<file path="src/rtl/eth_pkg.sv">
// Shared constants and types for the receive-path Ethernet address filter.
package eth_pkg;

    localparam logic [7:0]  ETH_SFD   = 8'hD5;
    localparam logic [47:0] ETH_BCAST = 48'hFFFF_FFFF_FFFF;
    localparam int          DA_BYTES  = 6;

    typedef enum logic [1:0] {IDLE, PRE, DA, BODY} eth_state_e;

    // One delay-line slot: tag marks DA-onward bytes, first marks DA byte 0.
    typedef struct packed {
        logic       tag;
        logic       first;
        logic       er;
        logic [7:0] data;
    } dly_stage_t;

endpackage

</file>
<file path="src/rtl/eth_dly_line.sv">
// LAT-deep byte delay line with per-frame output gate loaded as each frame's first byte exits.
module eth_dly_line
    import eth_pkg::*;
#(
    parameter int LAT = 6
) (
    input  logic       clk_i,
    input  logic       rst_i,
    input  dly_stage_t stage_i,
    input  logic       acc_i,
    output logic [7:0] dat_o,
    output logic       dv_o,
    output logic       er_o
);

    dly_stage_t pipe_q [LAT];
    dly_stage_t exit_s;
    logic       gate_q;
    logic       gate_d;
    logic       dv_d;

    // The first byte of a frame picks up the decision; later bytes keep that gate.
    assign exit_s = pipe_q[LAT-1];
    assign gate_d = exit_s.first ? acc_i : gate_q;
    assign dv_d   = exit_s.tag & gate_d;

    always_ff @(posedge clk_i or posedge rst_i) begin
        if (rst_i) begin
            for (int i = 0; i < LAT; i++) pipe_q[i] <= '0;
            gate_q <= 1'b0;
            dat_o  <= 8'h00;
            dv_o   <= 1'b0;
            er_o   <= 1'b0;
        end else begin
            pipe_q[0] <= stage_i;
            for (int i = 1; i < LAT; i++) pipe_q[i] <= pipe_q[i-1];
            gate_q <= gate_d;
            dv_o   <= dv_d;
            dat_o  <= dv_d ? exit_s.data : 8'h00;
            er_o   <= dv_d & exit_s.er;
        end
    end

endmodule

</file>
<file path="src/rtl/eth_addr_filter.sv">
// Strips preamble/SFD, filters on destination address and forwards accepted frames after LAT cycles.
// Define ETH_FILT_CNT_EN to build the saturating accepted/dropped frame counters.
module eth_addr_filter
    import eth_pkg::*;
#(
    parameter int N_ADDR = 2,
    parameter int LAT    = 6
) (
    input  logic        clk_i,
    input  logic        rst_i,
    input  logic        rxdv_i,
    input  logic        rxer_i,
    input  logic [7:0]  rxd_i,
    input  logic        promis_i,
    input  logic        mcast_i,
    input  logic        tbl_we_i,
    input  logic [2:0]  tbl_idx_i,
    input  logic [47:0] tbl_mac_i,
    input  logic        tbl_vld_i,
    output logic [7:0]  dat_o,
    output logic        dv_o,
    output logic        er_o,
    output logic        frm_ok_o,
    output logic        frm_drop_o,
    output logic [15:0] acc_cnt_o,
    output logic [15:0] drp_cnt_o
);

    eth_state_e  state_q, state_d;
    logic [2:0]  cnt_q;
    logic [39:0] da_q;
    logic        da_err_q;
    logic        acc_r;
    logic [47:0] tbl_mac_q [N_ADDR];
    logic        tbl_vld_q [N_ADDR];

    logic        sfd_hit, da_byte, last_da, runt, tbl_hit, accept;
    logic [47:0] da_full;
    dly_stage_t  stage;

    // NOTE: flops use non-blocking assignments so every one samples pre-edge values.
    always_ff @(posedge clk_i or posedge rst_i) begin
        if (rst_i) state_q <= IDLE;
        else       state_q <= state_d;
    end

    // NOTE: each combinational block assigns defaults first so no path infers a latch.
    always_comb begin
        state_d = state_q;
        unique case (state_q)
            IDLE: if (rxdv_i) state_d = PRE;
            PRE:  if (!rxdv_i) state_d = IDLE;
                  else if (rxd_i == ETH_SFD) state_d = DA;
            DA:   if (!rxdv_i) state_d = IDLE;
                  else if (last_da) state_d = BODY;
            BODY: if (!rxdv_i) state_d = IDLE;
        endcase
    end

    always_comb begin
        sfd_hit     = (state_q == PRE) && rxdv_i && (rxd_i == ETH_SFD);
        da_byte     = (state_q == DA) && rxdv_i;
        last_da     = da_byte && (cnt_q == 3'(DA_BYTES - 1));
        runt        = (state_q == DA) && !rxdv_i;
        stage.tag   = rxdv_i && ((state_q == DA) || (state_q == BODY));
        stage.first = da_byte && (cnt_q == 3'd0);
        stage.er    = rxer_i;
        stage.data  = rxd_i;
    end

    // Decision on the 6th DA byte: the live byte completes the captured address.
    always_comb begin
        da_full = {da_q, rxd_i};
        tbl_hit = 1'b0;
        for (int i = 0; i < N_ADDR; i++)
            if (tbl_vld_q[i] && (tbl_mac_q[i] == da_full)) tbl_hit = 1'b1;
        accept = !(da_err_q || rxer_i) &&
                 (promis_i || (da_full == ETH_BCAST) || (mcast_i && da_full[40]) || tbl_hit);
    end

    // acc_r is read when this frame's first byte exits the delay line, LAT cycles after entry.
    always_ff @(posedge clk_i or posedge rst_i) begin
        if (rst_i) begin
            cnt_q      <= 3'd0;
            da_q       <= '0;
            da_err_q   <= 1'b0;
            acc_r      <= 1'b0;
            frm_ok_o   <= 1'b0;
            frm_drop_o <= 1'b0;
        end else begin
            frm_ok_o   <= last_da && accept;
            frm_drop_o <= (last_da && !accept) || runt;
            if (sfd_hit) begin
                cnt_q    <= 3'd0;
                da_err_q <= 1'b0;
            end else if (da_byte) begin
                cnt_q    <= cnt_q + 3'd1;
                da_q     <= {da_q[31:0], rxd_i};
                da_err_q <= da_err_q | rxer_i;
            end
            if (last_da)   acc_r <= accept;
            else if (runt) acc_r <= 1'b0;
        end
    end

    always_ff @(posedge clk_i or posedge rst_i) begin
        if (rst_i) begin
            for (int i = 0; i < N_ADDR; i++) tbl_vld_q[i] <= 1'b0;
        end else begin
            for (int i = 0; i < N_ADDR; i++)
                if (tbl_we_i && (tbl_idx_i == 3'(i))) tbl_vld_q[i] <= tbl_vld_i;
        end
    end

    // NOTE: address storage has no reset; the valid bits alone decide whether an entry is used.
    always_ff @(posedge clk_i) begin
        for (int i = 0; i < N_ADDR; i++)
            if (tbl_we_i && (tbl_idx_i == 3'(i))) tbl_mac_q[i] <= tbl_mac_i;
    end

`ifdef ETH_FILT_CNT_EN
    logic [15:0] acc_cnt_q, drp_cnt_q;

    always_ff @(posedge clk_i or posedge rst_i) begin
        if (rst_i) begin
            acc_cnt_q <= 16'h0000;
            drp_cnt_q <= 16'h0000;
        end else begin
            if (frm_ok_o && (acc_cnt_q != 16'hFFFF))   acc_cnt_q <= acc_cnt_q + 16'd1;
            if (frm_drop_o && (drp_cnt_q != 16'hFFFF)) drp_cnt_q <= drp_cnt_q + 16'd1;
        end
    end

    assign acc_cnt_o = acc_cnt_q;
    assign drp_cnt_o = drp_cnt_q;
`else
    assign acc_cnt_o = 16'h0000;
    assign drp_cnt_o = 16'h0000;
`endif

    eth_dly_line #(.LAT(LAT)) u_dly (
        .clk_i   (clk_i),
        .rst_i   (rst_i),
        .stage_i (stage),
        .acc_i   (acc_r),
        .dat_o   (dat_o),
        .dv_o    (dv_o),
        .er_o    (er_o)
    );

endmodule

</file>
<file path="config.mk">
export PLATFORM = sky130hd
export DESIGN_NAME = eth_addr_filter
export DESIGN_NICKNAME = d
export VERILOG_FILES = /design/src/rtl/eth_pkg.sv /design/src/rtl/eth_dly_line.sv /design/src/rtl/eth_addr_filter.sv
export SDC_FILE = /design/constraint.sdc
export NUM_CORES = 1
export LEC_CHECK = 0
export ABC_AREA = 1
export CORE_MARGIN = 2
export CORE_UTILIZATION = 50
export DETAILED_ROUTE_END_ITERATION = 8
export GPL_TIMING_DRIVEN = 0
export HOLD_SLACK_MARGIN = 0.12
export PLACE_DENSITY = 0.75
export SETUP_SLACK_MARGIN = 0.15
export SYNTH_ARGS = -nofsm -noshare
export SYNTH_HDL_FRONTEND = slang
export SYNTH_HIERARCHICAL = 1
export SYNTH_SLANG_ARGS = --single-unit
</file>
<file path="constraint.sdc">
create_clock -name clk_i -period 3.5 [get_ports clk_i]
set_input_delay 1.05 -clock clk_i [delete_from_list [all_inputs] [get_ports clk_i]]
set_output_delay 1.05 -clock clk_i [all_outputs]
set_load 0.1 [all_outputs]
</file>
==> reports/results.ini, run 1 <==
[layout]
syn_to_final_growth_pct = 22.2
fillers = 1403
drive_above_1_share_pct = 12.3
final_cell_area_sq_um = 11000
fin_cells = 1259
diodes = 0
nNetsFinal = 1084

[critical_path]
r2r_start = da_q[3]
worst-path-buf-inv = 1
startpoint_type = flip-flop
cp_cell_sequence = clkdlybuf4s50_1
endpoint_kind = primary output
required_ps = 2450
critPathSlowestCell = clkdlybuf4s50_1
critical_path_class = flip-flop to primary output
crit_family = buffers and inverters
max_stage_delay_ps = 1120
cp-startpoint = u_dly/er_o
cp_data_arrival_time_ps = 1950
r2r_slack_ps = 1740
worstPathMaxFanout = 1

[sta]
fmax_mhz = 333
finalSetupViolCount = 0
skew_ps = 15.2
worstMarginPinSlew_ps = 965
finalSetupTns_ps = 0
finalHoldViolations = 0
fin_crit_sh_pct = 85.7
drv_slew = 0
slew_headroom_pct = 35.4
period_needed_ps = 3000
rsz0062_at_grt = false

[place]
dp_cells = 1219
port-buffer-count = 78
gp_congestion = 0.903
placed_area_sq_um = 10300
hpwl_mm = 13.7

[drt]
drc = 0
drtIter0Drc = 472
vias = 6062
drtPass1Iterations = 5
post_drt_wl_per_cell_microns = 14.9
ant_nets = 0
routed_via_density = 4.81
wl_mm = 18.7

[yosys]
yosysSeqAreaShare_pct = 67.4
synth_edf_count = 96
yosysMostFrequentCell = nand2_1
yosys.area.top_type = dfrtp_1
synth_flop_cell = dfrtp_1
yosys-top-cells-count = nand2_1, dfrtp_1, inv_1, edfxtp_1, nor2_1
yosysUniqueCellTypes = 33
synth_cells = 878
syn_area_sq_um = 9030
avgSynthCellArea_sq_um = 10.3
async_flop_share_pct = 57.1
netlist.area_leader.share_pct = 35.5
ys_top_cells_by_area = dfrtp_1, edfxtp_1, nand2_1
yosys_warnings = 6
ys_ff_latch = 224

[pwr]
switchingPower_mw = 2.34
ir_drop_mv = 0.452
swShare_pct = 31.7
power_density_nw_per_um2 = 668
power_frac_seq_pct = 47.1
p_leak_nw = 5.01
internal_power_mw = 5.04
clockPowerShare_pct = 32.2
power_frac_comb_pct = 20.7

[job]
cap_violations = 0

[clock_network]
cts_hold_buf = 0
cts.sinks = 224
h-tree-depth = 1
clk_latency_ps = 510
cts_tree = yes
path_clk_slew_ps = 60
cts_root_buffer = clkbuf_16
clock_path_buffers = 3
cts-resized-gates = 0
cts_setup_buffers = 0
numCtsBuffers = 22

[global_routing]
track_usage_pct = 19.6
grt_max_degree = 78
grt_pass1_vias = 5923
antenna_found_initial = 0
grt_pass1_wl_mm = 29.8
overflow = 0

[floorplanning]
die_x_microns = 138
dieArea_sq_um = 19200
coreArea_sq_um = 17800
io_pins = 111
fp-row-count = 49
die_h_microns = 138
start_util_pct = 50.6

[worst_hold_path]
hold_start = u_dly/pipe_q[29]
hold_class = flip-flop to flip-flop

[status]
status = completed

[power by group through the flow]
stage | sequential [mW] | clock [mW] | combinational (mW)
after floorplan | 3.44 | 0 | 1.08
after global placement | 3.50 | 0 | 1.46
after detailed placement | 3.51 | 0 | 1.51
after CTS | 3.47 | 2.42 | 1.52
after global routing | 3.52 | 2.51 | 1.72
final | 3.48 | 2.38 | 1.52
[final cells by class]
cell class / instances / area, sq um / share of cell area (%)
clock inverters: 12 / 113 / 1.02
well taps: 229 / 287 / 2.59
clock buffers: 28 / 626 / 5.67
repair buffers: 81 / 848 / 7.68
inverters: 136 / 513 / 4.65
flip-flops and latches: 224 / 6090 / 55.1
multi-input cells: 509 / 2290 / 20.8
plain buffers: 40 / 275 / 2.49
[metrics by stage]
stage               util, %  setup slack [ps]  total power [mW]  hold WS, ps
finish                 61.9               501              7.38          347
global placement       57.3              -728              4.97          332
CTS                    61.9               475              7.41          348
floorplan                 -               446              4.52          331
detailed placement     57.8               463              5.02          335
global route           61.9               437              7.76          349
[state kept, by name, indices dropped and copies added (netlist names)]
register      flops
acc_r             1
cnt_q             3
u_dly/gate_q      1
tbl_vld_q         2
state_q           2
frm_ok_o          1
tbl_mac_q        96
u_dly/exit_s     11
u_dly/er_o        1
u_dly/pipe_q     55
da_err_q          1
da_q             40
u_dly/dat_o       8
frm_drop_o        1
u_dly/dv_o        1
[cell usage in the layout, fill, tap and decap left out, types with 6 or more instances in the layout]
master           Yosys  final
nand2_1            268    268
edfxtp_1            96     96
nor3_1              12     12
dfrtp_1            128    128
buf_4               32     32
clkbuf_1             4      7
nand3_1             12     12
o21ai_1              6      6
inv_1              103    101
o21ai_0             48     48
clkbuf_16            0     24
nor2_1              71     69
conb_1               1     32
inv_2               33     34
clkinv_2             0      6
xnor2_1             21     21
clkdlybuf4s50_1      0     78
nand4_1              6      6
[cells by family after synthesis]
logic type | after synthesis | share of synthesized area [%]
compound gates | 65 | 3.85
xor+xnor | 23 | 2.23
fa+ha+maj | 3 | 0.415
buf+inv | 176 | 8.70
flops | 224 | 67.4
mux | 1 | 0.125
other cells | 1 | 0.0415
simple gates | 385 | 17.3
[metal layers]
metal  vias up  track usage [%]  wire length [microns]  share of wire (%)
li1       2958                -                      -                  -
met2       242             33.2                   9020                 48
met5         -                0                      0                  0
met3        56             3.29                   1190                6.4
met4         0             8.70                    829                4.4
met1      2806             25.1                   7680                 41
[path summary, 6_finish.rpt]
| kind | endpoint | depth (start not counted) |
|---|---|---|
| min in group asynchronous | da_q[11] | 2 |
| max | er_o | 1 |
| max reg2reg | frm_drop_o | 10 |
| min | u_dly/pipe_q[18] | 0 |
| min reg2reg | u_dly/pipe_q[18] | 0 |
| max in group asynchronous | u_dly/er_o | 2 |
(Power assumes the default switching activity.)
==> run 2: changes to the inputs <==
--- a/config.mk
+++ b/config.mk
@@ -7,11 +7,11 @@
 export LEC_CHECK = 0
 export ABC_AREA = 1
 export CORE_MARGIN = 2
-export CORE_UTILIZATION = 50
+export CORE_UTILIZATION = 51
 export DETAILED_ROUTE_END_ITERATION = 8
 export GPL_TIMING_DRIVEN = 0
 export HOLD_SLACK_MARGIN = 0.12
-export PLACE_DENSITY = 0.75
+export PLACE_DENSITY = 0.76
 export SETUP_SLACK_MARGIN = 0.15
 export SYNTH_ARGS = -nofsm -noshare
 export SYNTH_HDL_FRONTEND = slang
==> run 2 against run 1 <==
Compared with the run above:
- maximum frequency fell by 0.44%
- largest cell class unchanged
- sequential power barely moved
- combinational power barely moved
==> reports/results.ini, run 2 (synthesis gave the netlist of run 1 again) <==
[critical_path]
required_ps = 2450  ; about the same
cp_data_arrival_time_ps = 1960  ; about the same
critPathSlowestCell = clkdlybuf4s50_1
crit_family = buffers and inverters
cp_cell_sequence = clkdlybuf4s50_1
worstPathMaxFanout = 1  ; unchanged
worst-path-buf-inv = 1  ; unchanged
endpoint_kind = primary output
startpoint_type = flip-flop
max_stage_delay_ps = 1130  ; about the same
critical_path_class = flip-flop to primary output

[floorplanning]
coreArea_sq_um = 17300  ; -3.1%
die_h_microns = 137  ; -0.96%
io_pins = 111  ; unchanged
start_util_pct = 52.2  ; +1.6 points
fp-row-count = 48  ; -2.0%
dieArea_sq_um = 18800  ; -1.9%
die_x_microns = 137  ; -0.96%

[pwr]
power_density_nw_per_um2 = 670  ; +0.30%
p_leak_nw = 5.01  ; about the same
p_total_mw = 7.40  ; +0.32%
ir_drop_mv = 0.440  ; -2.6%

[layout]
fin_cells = 1256  ; -0.24%
layout_common_cells = nand2_1, dfrtp_1, inv_1
syn_to_final_growth_pct = 22.2  ; about the same
mostFrequentLayoutCell = nand2_1
nNetsFinal = 1085  ; +0.092%
utilization_pct = 63.9  ; +2.0 points
diodes = 0  ; unchanged
fillers = 1386  ; -1.2%
regMostFlops = tbl_mac_q
reg_top3 = tbl_mac_q (96), u_dly/pipe_q (55), da_q (40)
drive_above_1_share_pct = 12.3  ; about the same
multiInputGateArea_sq_um = 2290  ; unchanged
ff_latch_area_sq_um = 6090  ; unchanged
largest_register_ffs = 96  ; unchanged

[drt]
wl_met2_mm = 9.45  ; +4.7%
routed.top_layer = met4
drtIter0Drc = 417  ; -12%
vias = 6062  ; unchanged
wl_met3_mm = 1.24  ; +4.3%
routed_via_density = 4.83  ; +0.24%
ant_nets = 0  ; unchanged
wl_mm = 18.8  ; +0.46%
drtPass1Iterations = 5  ; unchanged
post_drt_wl_per_cell_microns = 15.0  ; +0.70%
drc = 0  ; unchanged
m1WireLength_mm = 7.66  ; -0.16%

[sta]
skew_ps = 7.78  ; -7.47 ps
rsz0062_at_grt = false
worstMarginPinSlew_ps = 966  ; +0.850 ps
fmax_mhz = 332  ; -0.44%
slew_headroom_pct = 35.4  ; -0.057 points
finalHoldViolations = 0  ; unchanged
finalSetupViolCount = 0  ; unchanged
period_needed_ps = 3010  ; +13.3 ps
hold_slack_ps = 339  ; -7.38 ps
fin_crit_sh_pct = 86.1  ; +0.38 points
drv_slew = 0  ; unchanged

[clock_network]
path_clk_slew_ps = 70  ; about the same
clk_latency_ps = 500  ; about the same
cts_hold_buf = 0  ; unchanged
cts_root_buffer = clkbuf_16
cts.sinks = 224  ; unchanged
cts_tree = yes
numCtsBuffers = 23  ; +4.5%
cts_setup_buffers = 0  ; unchanged
cts-resized-gates = 0  ; unchanged
clock_path_buffers = 3  ; unchanged
h-tree-depth = 1  ; unchanged

[status]
status = completed

[global_routing]
grt_max_degree = 78  ; unchanged
grt_pass1_wl_mm = 29.9  ; +0.42%
grt_pass1_vias = 5989  ; +1.1%
track_usage_pct = 20.9  ; +1.2 points
antenna_found_initial = 0  ; unchanged
overflow = 0  ; unchanged

[worst_hold_path]
hold_class = flip-flop to flip-flop

[place]
port-buffer-count = 78  ; unchanged
gp_congestion = 0.908  ; +0.59%
hpwl_mm = 13.7  ; +0.30%
dp_cells = 1215  ; -0.33%

[job]
cap_violations = 0  ; unchanged

run 2: power by group:
group,total [mW],leakage [nW],switching (mW),internal (mW)
Combinational,1.52,2.18,0.992,0.528
Sequential,3.49,2.46,0.391,3.09
Clock,2.39,0.375,0.970,1.42
Total,7.40,5.01,2.35,5.05
run 2: layout make-up:
cell class | count | share of cell area (%)
plain buffers | 40 | 2.49
flip-flops and latches | 224 | 55.1
multi-input cells | 509 | 20.8
clock inverters | 10 | 0.759
well taps | 225 | 2.55
clock buffers | 31 | 6.06
inverters | 136 | 4.64
repair buffers | 81 | 7.61
run 2: worst paths after layout:
check | startpoint | end | slack [ps] | cells past startpoint
max | u_dly/dat_o[7] | dat_o[7] | 490 | 1
min | u_dly/pipe_q[27] | u_dly/pipe_q[16] | 340 | 0
max reg2reg | da_q[3] | frm_drop_o | 1730 | 10
min reg2reg | u_dly/pipe_q[27] | u_dly/pipe_q[16] | 340 | 0
max in group asynchronous | rst_i | u_dly/pipe_q[30] | 1790 | 2
min in group asynchronous | rst_i | frm_drop_o | 1030 | 2
run 2: metrics by stage:
| stage | instance area [sq um] | worst slack [ps] | TNS, ps |
|---|---|---|---|
| 6_report | 11000 | 487 | 0 |
| 5_1_grt | 11000 | 430 | 0 |
| 4_1_cts | 11000 | 458 | 0 |
| 3_5_place_dp | 10300 | 564 | 0 |
| 3_3_place_gp | 10200 | -748 | -103990 |
| 2_1_floorplan | 9160 | 446 | 0 |
run 2: layer usage:
| metal | up-vias | GRT usage [%] |
|---|---|---|
| li1 | 2950 | - |
| met1 | 2851 | 27.2 |
| met2 | 225 | 36.3 |
| met3 | 36 | 3.41 |
| met4 | 0 | 5.67 |
| met5 | - | 0 |
==> run 3: changes to the inputs <==
--- a/config.mk
+++ b/config.mk
@@ -6,6 +6,7 @@
 export NUM_CORES = 1
 export LEC_CHECK = 0
 export ABC_AREA = 1
+export CAP_MARGIN = 10
 export CORE_MARGIN = 2
 export CORE_UTILIZATION = 51
 export DETAILED_ROUTE_END_ITERATION = 8
==> results of run 3 <==
The final DEF is identical to that of run 2; final timing and power are the same.
